===== src/rtl/float_cmp_if.sv =====
// float_cmp_if: stream bundle for the floating-point comparator.
//   slave  modport : comparator side (operand/opcode sinks, result source)
//   master modport : environment side (operand/opcode sources, result sink)
// Channels: A operand, B operand, 8-bit opcode, 8-bit result.
interface float_cmp_if #(
  parameter int unsigned SIZE = 64
);
  logic [SIZE-1:0] s_axis_a_tdata;
  logic            s_axis_a_tvalid;
  logic            s_axis_a_tready;
  logic [SIZE-1:0] s_axis_b_tdata;
  logic            s_axis_b_tvalid;
  logic            s_axis_b_tready;
  logic [7:0]      s_axis_operation_tdata;
  logic            s_axis_operation_tvalid;
  logic            s_axis_operation_tready;
  logic [7:0]      m_axis_result_tdata;
  logic            m_axis_result_tvalid;
  logic            m_axis_result_tready;

  modport slave (
    input  s_axis_a_tdata, s_axis_a_tvalid,
    output s_axis_a_tready,
    input  s_axis_b_tdata, s_axis_b_tvalid,
    output s_axis_b_tready,
    input  s_axis_operation_tdata, s_axis_operation_tvalid,
    output s_axis_operation_tready,
    output m_axis_result_tdata, m_axis_result_tvalid,
    input  m_axis_result_tready
  );

  modport master (
    output s_axis_a_tdata, s_axis_a_tvalid,
    input  s_axis_a_tready,
    output s_axis_b_tdata, s_axis_b_tvalid,
    input  s_axis_b_tready,
    output s_axis_operation_tdata, s_axis_operation_tvalid,
    input  s_axis_operation_tready,
    input  m_axis_result_tdata, m_axis_result_tvalid,
    output m_axis_result_tready
  );
endinterface


===== src/rtl/float_cmp.sv =====
// float_cmp: pipelined IEEE-754 comparator (binary32 or binary64).
// Ports:
//   aclk    : clock, rising edge
//   aresetn : synchronous reset, active-high (1 clears the pipeline)
//   bus     : float_cmp_if.slave -- joined A/B/opcode input channels and
//             the 8-bit result channel {5'b0, bad_op, unordered, predicate}
// A beat is taken when all three inputs are valid and the pipeline can
// advance; the result appears LATENCY-1 edges after the accepting edge.
module float_cmp #(
  parameter int unsigned SIZE    = 64,
  parameter int unsigned EXP_W   = 11,
  parameter int unsigned LATENCY = 3
) (
  input  logic      aclk,
  input  logic      aresetn,
  float_cmp_if.slave bus
);

  localparam int unsigned FRAC_W = SIZE - 1 - EXP_W;

  typedef enum logic [2:0] {
    OP_UN  = 3'd0,
    OP_LT  = 3'd1,
    OP_EQ  = 3'd2,
    OP_LE  = 3'd3,
    OP_GT  = 3'd4,
    OP_NE  = 3'd5,
    OP_GE  = 3'd6,
    OP_BAD = 3'd7
  } op_e;

  logic [SIZE-1:0]   a, b;
  logic              sign_a, sign_b;
  logic [EXP_W-1:0]  exp_a, exp_b;
  logic [FRAC_W-1:0] frac_a, frac_b;
  logic [SIZE-2:0]   mag_a, mag_b;
  logic              nan_a, nan_b, zero_a, zero_b;
  logic              unord, both_zero, lt, eq, gt;
  logic              bad_op, pred;
  op_e               op_code;
  logic [7:0]        result;

  logic              can_advance;
  logic              accept;
  logic              stage_valid [LATENCY];
  logic [7:0]        stage_data  [LATENCY];

  assign a      = bus.s_axis_a_tdata;
  assign b      = bus.s_axis_b_tdata;
  assign sign_a = a[SIZE-1];
  assign sign_b = b[SIZE-1];
  assign exp_a  = a[SIZE-2 -: EXP_W];
  assign exp_b  = b[SIZE-2 -: EXP_W];
  assign frac_a = a[FRAC_W-1:0];
  assign frac_b = b[FRAC_W-1:0];
  assign mag_a  = a[SIZE-2:0];
  assign mag_b  = b[SIZE-2:0];

  assign nan_a     = (&exp_a) && (|frac_a);
  assign nan_b     = (&exp_b) && (|frac_b);
  assign zero_a    = ~|mag_a;
  assign zero_b    = ~|mag_b;
  assign unord     = nan_a || nan_b;
  assign both_zero = zero_a && zero_b;

  // Sign/magnitude order: unsigned {exp,frac} ranks positives, reversed for
  // negatives; the +0/-0 pair is the only case where differing signs tie.
  assign eq = !unord && (both_zero || (a == b));
  assign lt = !unord && !both_zero &&
              (( sign_a && !sign_b) ||
               (!sign_a && !sign_b && (mag_a < mag_b)) ||
               ( sign_a &&  sign_b && (mag_a > mag_b)));
  assign gt = !unord && !lt && !eq;

  assign op_code = op_e'(bus.s_axis_operation_tdata[2:0]);
  assign bad_op  = (op_code == OP_BAD) || (|bus.s_axis_operation_tdata[7:3]);

  always_comb begin
    pred = 1'b0;
    case (op_code)
      OP_UN:   pred = unord;
      OP_LT:   pred = lt;
      OP_EQ:   pred = eq;
      OP_LE:   pred = lt || eq;
      OP_GT:   pred = gt;
      OP_NE:   pred = unord || !eq;
      OP_GE:   pred = gt || eq;
      default: pred = 1'b0;
    endcase
    if (bad_op) pred = 1'b0;
  end

  assign result = {5'b00000, bad_op, unord, pred};

  assign can_advance = bus.m_axis_result_tready || !bus.m_axis_result_tvalid;
  assign accept      = can_advance && bus.s_axis_a_tvalid &&
                       bus.s_axis_b_tvalid && bus.s_axis_operation_tvalid;

  assign bus.s_axis_a_tready         = can_advance;
  assign bus.s_axis_b_tready         = can_advance;
  assign bus.s_axis_operation_tready = can_advance;

  // Global stall: every stage shifts together or holds together.
  always_ff @(posedge aclk) begin
    if (aresetn) begin
      for (int unsigned i = 0; i < LATENCY; i++) begin
        stage_valid[i] <= 1'b0;
        stage_data[i]  <= '0;
      end
    end else if (can_advance) begin
      stage_valid[0] <= accept;
      stage_data[0]  <= accept ? result : '0;
      for (int unsigned i = 1; i < LATENCY; i++) begin
        stage_valid[i] <= stage_valid[i-1];
        stage_data[i]  <= stage_data[i-1];
      end
    end
  end

  assign bus.m_axis_result_tvalid = stage_valid[LATENCY-1];
  assign bus.m_axis_result_tdata  = stage_data[LATENCY-1];

endmodule


===== src/flat_wrapper.sv =====
// flat-port wrapper written by rule: the top's interface ports become plain ports
module float_cmp_flat 
#(
  parameter int unsigned SIZE    = 64,
  parameter int unsigned EXP_W   = 11,
  parameter int unsigned LATENCY = 3
)
  (aclk, aresetn, bus_s_axis_a_tdata, bus_s_axis_a_tvalid, bus_s_axis_a_tready, bus_s_axis_b_tdata, bus_s_axis_b_tvalid, bus_s_axis_b_tready, bus_s_axis_operation_tdata, bus_s_axis_operation_tvalid, bus_s_axis_operation_tready, bus_m_axis_result_tdata, bus_m_axis_result_tvalid, bus_m_axis_result_tready);
  float_cmp_if #(.SIZE(SIZE)) bus_i ();
  input  logic aclk;
  input  logic aresetn;
  input wire logic [$bits(bus_i.s_axis_a_tdata)-1:0] bus_s_axis_a_tdata;
  input wire logic [$bits(bus_i.s_axis_a_tvalid)-1:0] bus_s_axis_a_tvalid;
  output wire logic [$bits(bus_i.s_axis_a_tready)-1:0] bus_s_axis_a_tready;
  input wire logic [$bits(bus_i.s_axis_b_tdata)-1:0] bus_s_axis_b_tdata;
  input wire logic [$bits(bus_i.s_axis_b_tvalid)-1:0] bus_s_axis_b_tvalid;
  output wire logic [$bits(bus_i.s_axis_b_tready)-1:0] bus_s_axis_b_tready;
  input wire logic [$bits(bus_i.s_axis_operation_tdata)-1:0] bus_s_axis_operation_tdata;
  input wire logic [$bits(bus_i.s_axis_operation_tvalid)-1:0] bus_s_axis_operation_tvalid;
  output wire logic [$bits(bus_i.s_axis_operation_tready)-1:0] bus_s_axis_operation_tready;
  output wire logic [$bits(bus_i.m_axis_result_tdata)-1:0] bus_m_axis_result_tdata;
  output wire logic [$bits(bus_i.m_axis_result_tvalid)-1:0] bus_m_axis_result_tvalid;
  input wire logic [$bits(bus_i.m_axis_result_tready)-1:0] bus_m_axis_result_tready;
  assign bus_i.s_axis_a_tdata = bus_s_axis_a_tdata;
  assign bus_i.s_axis_a_tvalid = bus_s_axis_a_tvalid;
  assign bus_s_axis_a_tready = bus_i.s_axis_a_tready;
  assign bus_i.s_axis_b_tdata = bus_s_axis_b_tdata;
  assign bus_i.s_axis_b_tvalid = bus_s_axis_b_tvalid;
  assign bus_s_axis_b_tready = bus_i.s_axis_b_tready;
  assign bus_i.s_axis_operation_tdata = bus_s_axis_operation_tdata;
  assign bus_i.s_axis_operation_tvalid = bus_s_axis_operation_tvalid;
  assign bus_s_axis_operation_tready = bus_i.s_axis_operation_tready;
  assign bus_m_axis_result_tdata = bus_i.m_axis_result_tdata;
  assign bus_m_axis_result_tvalid = bus_i.m_axis_result_tvalid;
  assign bus_i.m_axis_result_tready = bus_m_axis_result_tready;
  float_cmp #(.SIZE(SIZE), .EXP_W(EXP_W), .LATENCY(LATENCY)) u_core (.aclk(aclk), .aresetn(aresetn), .bus(bus_i));
endmodule

===== config.mk =====
export PLATFORM = sky130hd
export DESIGN_NAME = float_cmp_flat
export DESIGN_NICKNAME = d
export VERILOG_FILES = /design/src/rtl/float_cmp_if.sv /design/src/rtl/float_cmp.sv /design/src/flat_wrapper.sv
export SDC_FILE = /design/constraint.sdc
export NUM_CORES = 1
export LEC_CHECK = 0
export ABC_AREA = 1
export BUFFER_PORTS_ARGS = -buffer_cell sky130_fd_sc_hd__buf_2
export CAP_MARGIN = 25
export CORE_MARGIN = 2
export CORE_UTILIZATION = 50
export CTS_BUF_LIST = sky130_fd_sc_hd__clkbuf_16
export CTS_CLUSTER_DIAMETER = 30
export CTS_CLUSTER_SIZE = 28
export DETAILED_ROUTE_END_ITERATION = 16
export GPL_TIMING_DRIVEN = 0
export PLACE_DENSITY = 0.85
export SLEW_MARGIN = 20
export SYNTH_ARGS = -nofsm -noshare
export SYNTH_HDL_FRONTEND = slang
export SYNTH_SLANG_ARGS = --single-unit

===== constraint.sdc =====
create_clock -name aclk -period 4.4 [get_ports aclk]
set_clock_uncertainty 0.15 [all_clocks]
set_input_delay 0.88 -clock aclk [delete_from_list [all_inputs] [get_ports aclk]]
set_output_delay 0.88 -clock aclk [all_outputs]
set_load 0.01 [all_outputs]

Word level (Yosys, flattened, before mapping)
Memories as Yosys holds them, arrays and structs flattened.
Index checks and enable logic that the tools add are counted.
- bits in registers: 0
- memory bits (writable): 27
- memories kept: 2
- bits of input ports: 142
- output and inout port bits: 12
- magnitude comparators: 2
- bitwise gates (word level): 6
- mux-type cells: 14
- eq/ne operators: 8
- reductions and logical operators: 42
- memories (memory ; depth ; bits a word ; rd ports ; clocked after Yosys merged registers in ; wr ports ; RTL line ; source):
    u_core.stage_data ; 3 ; 8 ; 3 ; 0 ; 3 ; float_cmp.sv:46 ; logic [7:0] stage_data [LATENCY];
    u_core.stage_valid ; 3 ; 1 ; 3 ; 0 ; 3 ; float_cmp.sv:45 ; logic stage_valid [LATENCY];
- operators with widths (operator ; number):
    $reduce_or A63 Y1 ; 2
    $reduce_or A52 Y1 ; 2
    $eq A64 B64 Y1 ; 1
    $gt A63 B63 Y1 ; 1
    $lt A63 B63 Y1 ; 1
    $mux W8 ; 3
    $reduce_and A11 Y1 ; 2
    $logic_and A1 B1 Y1 ; 16
    $eq A3 B3 Y1 const B ; 4
    $logic_not A1 Y1 ; 9
    $logic_or A1 B1 Y1 ; 9
    $mux W1 ; 9
    $pmux W1 S7 ; 1
    $eq A3 B2 Y1 const B ; 2
    $or A1 B1 Y1 ; 6
    $reduce_or A5 Y1 ; 1
    $eq A3 B1 Y1 const B ; 1
    $logic_not A3 Y1 ; 1
    $mux W3 ; 1

Depth between registers and ports, before layout
- depth after elaboration: 14
- mapped depth: 19
- depth with buffers taken out: 19

Worst setup path before layout
No wires, ideal clock.
- path kind: in2reg
- start point: input bus_s_axis_b_tdata[62]
- end point: memory u_core.stage_data[0][0], data pin
- data required time: 3.992 ns
- setup slack: 1.788 ns
- path buffers: 0
- setup time: 0.258 ns
- stages on the path: 16
- data arrival time: 2.204 ns
- cells stage by stage: inv_1 -> ha_1 -> nand2_1 -> nor2_2 -> nand2_1 -> inv_2 -> nand2_1 -> inv_1 -> nand2_1 -> nand2_1 -> a21oi_1 -> nand3_1 -> nand3_1 -> nand2_1 -> a21oi_1 -> a21oi_2
- RTL lines (what ; RTL line ; source):
    start: declaration ; flat_wrapper.sv:15 ; input wire logic [$bits(bus_i.s_axis_b_tdata)-1:0] bus_s_axis_b_tdata;
    end: declaration ; float_cmp.sv:46 ;

==> run_results.csv <==
group,metric,value,unit
clock_network,clock_tree_root_driver_cell,"sky130_fd_sc_hd__clkbuf_16",
critical_path,path_max_fanout,3,
yosys,post_synth_instance_area,3226,sq um
min_path,min-delay-start,"u_core.stage_valid[0][0]",
place,place_worst_setup_slack,1.429,ns
place,postPlaceCellArea,4078,sq um
critical_path,critPathCaptureType,"flop",
critical_path,regToRegStartpoint,"u_core.stage_valid[0][2]",
yosys,synth_cells,557,
place,detailedPlacementHpwl,7640,um
sta,tightest_slew,0.5610,ns
critical_path,critical_path.startpoint_type,"input port",
drt,detailed_routing_iterations_pass_1,4,
power_and_ir_drop,power.share.switching,35.19,%
job,max_cap_violations,0,
power_and_ir_drop,power_frac_seq,21.8,%
yosys,synth_area_leader_cell,"sky130_fd_sc_hd__ha_1",
clock_network,cts_htree_levels,1,
power_and_ir_drop,power.net_switching,0.2062,mW
power_and_ir_drop,vdd_ir_drop_max,283.0,uV
sta,finalHoldViolations,0,
place,placed_cells_incl_taps,786,
drt,drt_initial_violations,130,
grt,grt_overflow,0,
die,chipHeight,84.32,um
critical_path,crit_chain,"buf_2, inv_1, ha_1, nand2_1, nor2_1, nand4_1, nor3b_2, nand2_1, nand2_1, nand2_1, nand3_1, nand2_1, a21oi_1, a21oi_2",
grt,first_global_vias,3823,
final_layout,nets,922,
min_path,hold_path_depth,2,
critical_path,worst_ep_required_time,4.24,ns
critical_path,cpMaxStageDelayCell,"sky130_fd_sc_hd__ha_1",
yosys,primary_flip_flop_cell_chosen_by_synthesis_mapping,"sky130_fd_sc_hd__edfxtp_1",
final_layout,fill_cells,578,
final_layout,layoutNonFillerInstCount,790,
die,coreArea,6277,sq um
final_layout,area_delta_synth_final,28.86,%
min_path,worstHoldPathType,"flop to flop",
sta,timing.final.max_slew_violations,0,
final_layout,post_route_cells_drive_above_1_share,24.40,%
die,start_util,51.39,%
critical_path,max_stage_delay,0.31,ns
yosys,yosys.area.top_type_share,25.60,%
place,io_buf_count,148,
clock_network,tritoncts.num_buffers,3,
die,floorplan.io_pins,154,
yosys,yosysWarningCount,0,
critical_path,critical_path.startpoint,"bus_s_axis_b_tdata[50]",
run_status,outcome,"finished clean",
clock_network,post_cts_resized,0,
critical_path,worst_r2r_endpoint,"u_core.stage_data[0][0]",
critical_path,worstPathArrival,2.56,ns
die,floorplan.die.width,84.32,um
critical_path,critical-path-top-cell-by-count,"sky130_fd_sc_hd__nand2_1",
drt,wl_per_cell,10.73,um
yosys,synth-edff-count,12,
yosys,synth_area_leaders,"sky130_fd_sc_hd__ha_1, sky130_fd_sc_hd__nand2_1, sky130_fd_sc_hd__nor2_1, sky130_fd_sc_hd__inv_1, sky130_fd_sc_hd__edfxtp_1",
grt,grt_antenna_before_repair,0,
clock_network,cts_setup_buffers,0,
critical_path,path_delay_family,"simple AND/OR/NAND/NOR gates",
die,core.rowCount,29,
clock_network,hold_buffers,0,
drt,avgViaCountPerCell,4.877,
power_and_ir_drop,total_power,0.5859,mW
clock_network,clk_path_buf_depth,2,
yosys,synthesis.area_per_instance,5.791,sq um
critical_path,path_class,"input port to flop",
place,gp_congestion,0.8947,
drt,drt.antenna.violating_nets,0,
sta,final.setup.worst_slack,1.676,ns
yosys,ys_top_cells_by_count,"sky130_fd_sc_hd__nand2_1, sky130_fd_sc_hd__nor2_1, sky130_fd_sc_hd__inv_1",
sta,grt_setup_unrepaired,"no",
final_layout,diodes_inserted,0,
final_layout,fin_area,4156,sq um
sta,worst_hold_slack,0.3991,ns
min_path,hold-path-endpoint,"u_core.stage_valid[0][1]",
power_and_ir_drop,p_int,0.3798,mW
drt,drt_wl_total,8474,um
yosys,yosys.cell_count.top_type,"sky130_fd_sc_hd__nand2_1",
power_and_ir_drop,p_clk_share,28.0,%
yosys,number_of_synthesized_register_bits,12,
grt,global_route_wire_length_before_repair,14700,um
critical_path,reg2regPathDepth,5,
critical_path,worst-path-buf-inv,2,
clock_network,insertion_delay,0.24,ns
clock_network,cts_tree,"built",
drt,drt_drc_violations_left,0,
power_and_ir_drop,p_per_area,141.0,nW/um^2
critical_path,regToRegSetupSlack,2.65,ns
sta,fin_tns_setup,0,ns
grt,grtUsageTotal,23.86,%
sta,highest_clock_frequency_the_design_can_meet,0.3671,GHz
final_layout,layout.core_utilization,66.21,%
power_and_ir_drop,cellLeakagePower,2.463,nW
clock_network,clkTransAtPathRegs,0.04,ns
sta,slew-limit-headroom,62.50,%
grt,largest_net_degree_at_the_start_of_global_routing,13,
sta,setup_viol,0,
sta,min_period_over_period,61.91,%
die,die_area,7110,sq um
yosys,ys_seq_area_share,11.17,%
sta,min_clock_period_post_route,2.724,ns
yosys,asyncSetResetFlopFracSynth,0,%
power_and_ir_drop,share_of_total_power_in_combinational_logic,50.2,%
clock_network,clock_sink_count,12,
drt,vias,3853,
yosys,synth.lib_cells_used.distinct,24,
==> tightest hold or removal path, stage by stage, from the launching register on <==
cell and delay, ns:
sky130_fd_sc_hd__edfxtp_1 0.31, sky130_fd_sc_hd__inv_1 0.04, sky130_fd_sc_hd__nor2_1 0.08
==> worst max-delay path by stage <==
stage / to / slack, ns / depth (start not counted)
after floorplan: u_core.stage_data[0][0] / 1.79 / 16
after global placement: u_core.stage_data[0][0] / 1.50 / 16
after detailed placement: u_core.stage_data[0][0] / 1.43 / 14
after CTS: u_core.stage_data[0][0] / 1.67 / 14
after global routing: u_core.stage_data[0][0] / 1.44 / 16
final: u_core.stage_data[0][0] / 1.68 / 14
==> sequential cells by signal, summed over array words and instances, names as in the netlist <==
signal and count:
u_core.stage_data 9, u_core.stage_valid 3
==> per-layer routing <==
metal,wire (um),vias up,track usage (%)
li1,-,2065,-
met5,0,-,0
met1,3498,1676,25.72
met3,492,6,3.147
met2,4418,106,49.21
met4,65,0,3.666
==> layout by cell type (no fill, tap or decap), drive strengths merged, types with 5 or more instances in the layout <==
cell / synthesis / layout
buf: 10 / 158
nand4: 29 / 29
a21oi: 25 / 25
edfxtp: 12 / 12
ha: 66 / 66
nor2: 116 / 116
nand2: 142 / 142
o21ai: 5 / 5
nand3: 23 / 23
inv: 114 / 114
conb: 1 / 5
==> cell families after synthesis <==
family	count (synthesis)	share of synthesized area [%]
simple gates	319	41.43
buf+inv	125	15.75
fa+ha+maj	66	25.60
compound gates	34	5.935
flops	12	11.17
other cells	1	0.1163
==> power by group through the flow <==
stage | logic (mW) | registers [mW] | clock network (mW)
2_1_floorplan | 0.173 | 0.130 | 0
6_report | 0.294 | 0.128 | 0.164
4_1_cts | 0.294 | 0.128 | 0.166
3_3_place_gp | 0.280 | 0.129 | 0
3_5_place_dp | 0.292 | 0.130 | 0
5_1_grt | 0.339 | 0.128 | 0.174
==> area by class of cell <==
type                       count  area [sq um]  share of cell area, %
buffer                        10         75.07                  1.806
clock buffer                   3         75.07                  1.806
sequential                    12         360.3                  8.669
clock inverter                 1         3.754                0.09031
tap                           77         96.34                  2.318
inverter                     115         432.9                  10.42
timing repair buffer         148         740.7                  17.82
multi-input combinational    424          2372                  57.07
Note: power is estimated with default switching activity, not from simulation.
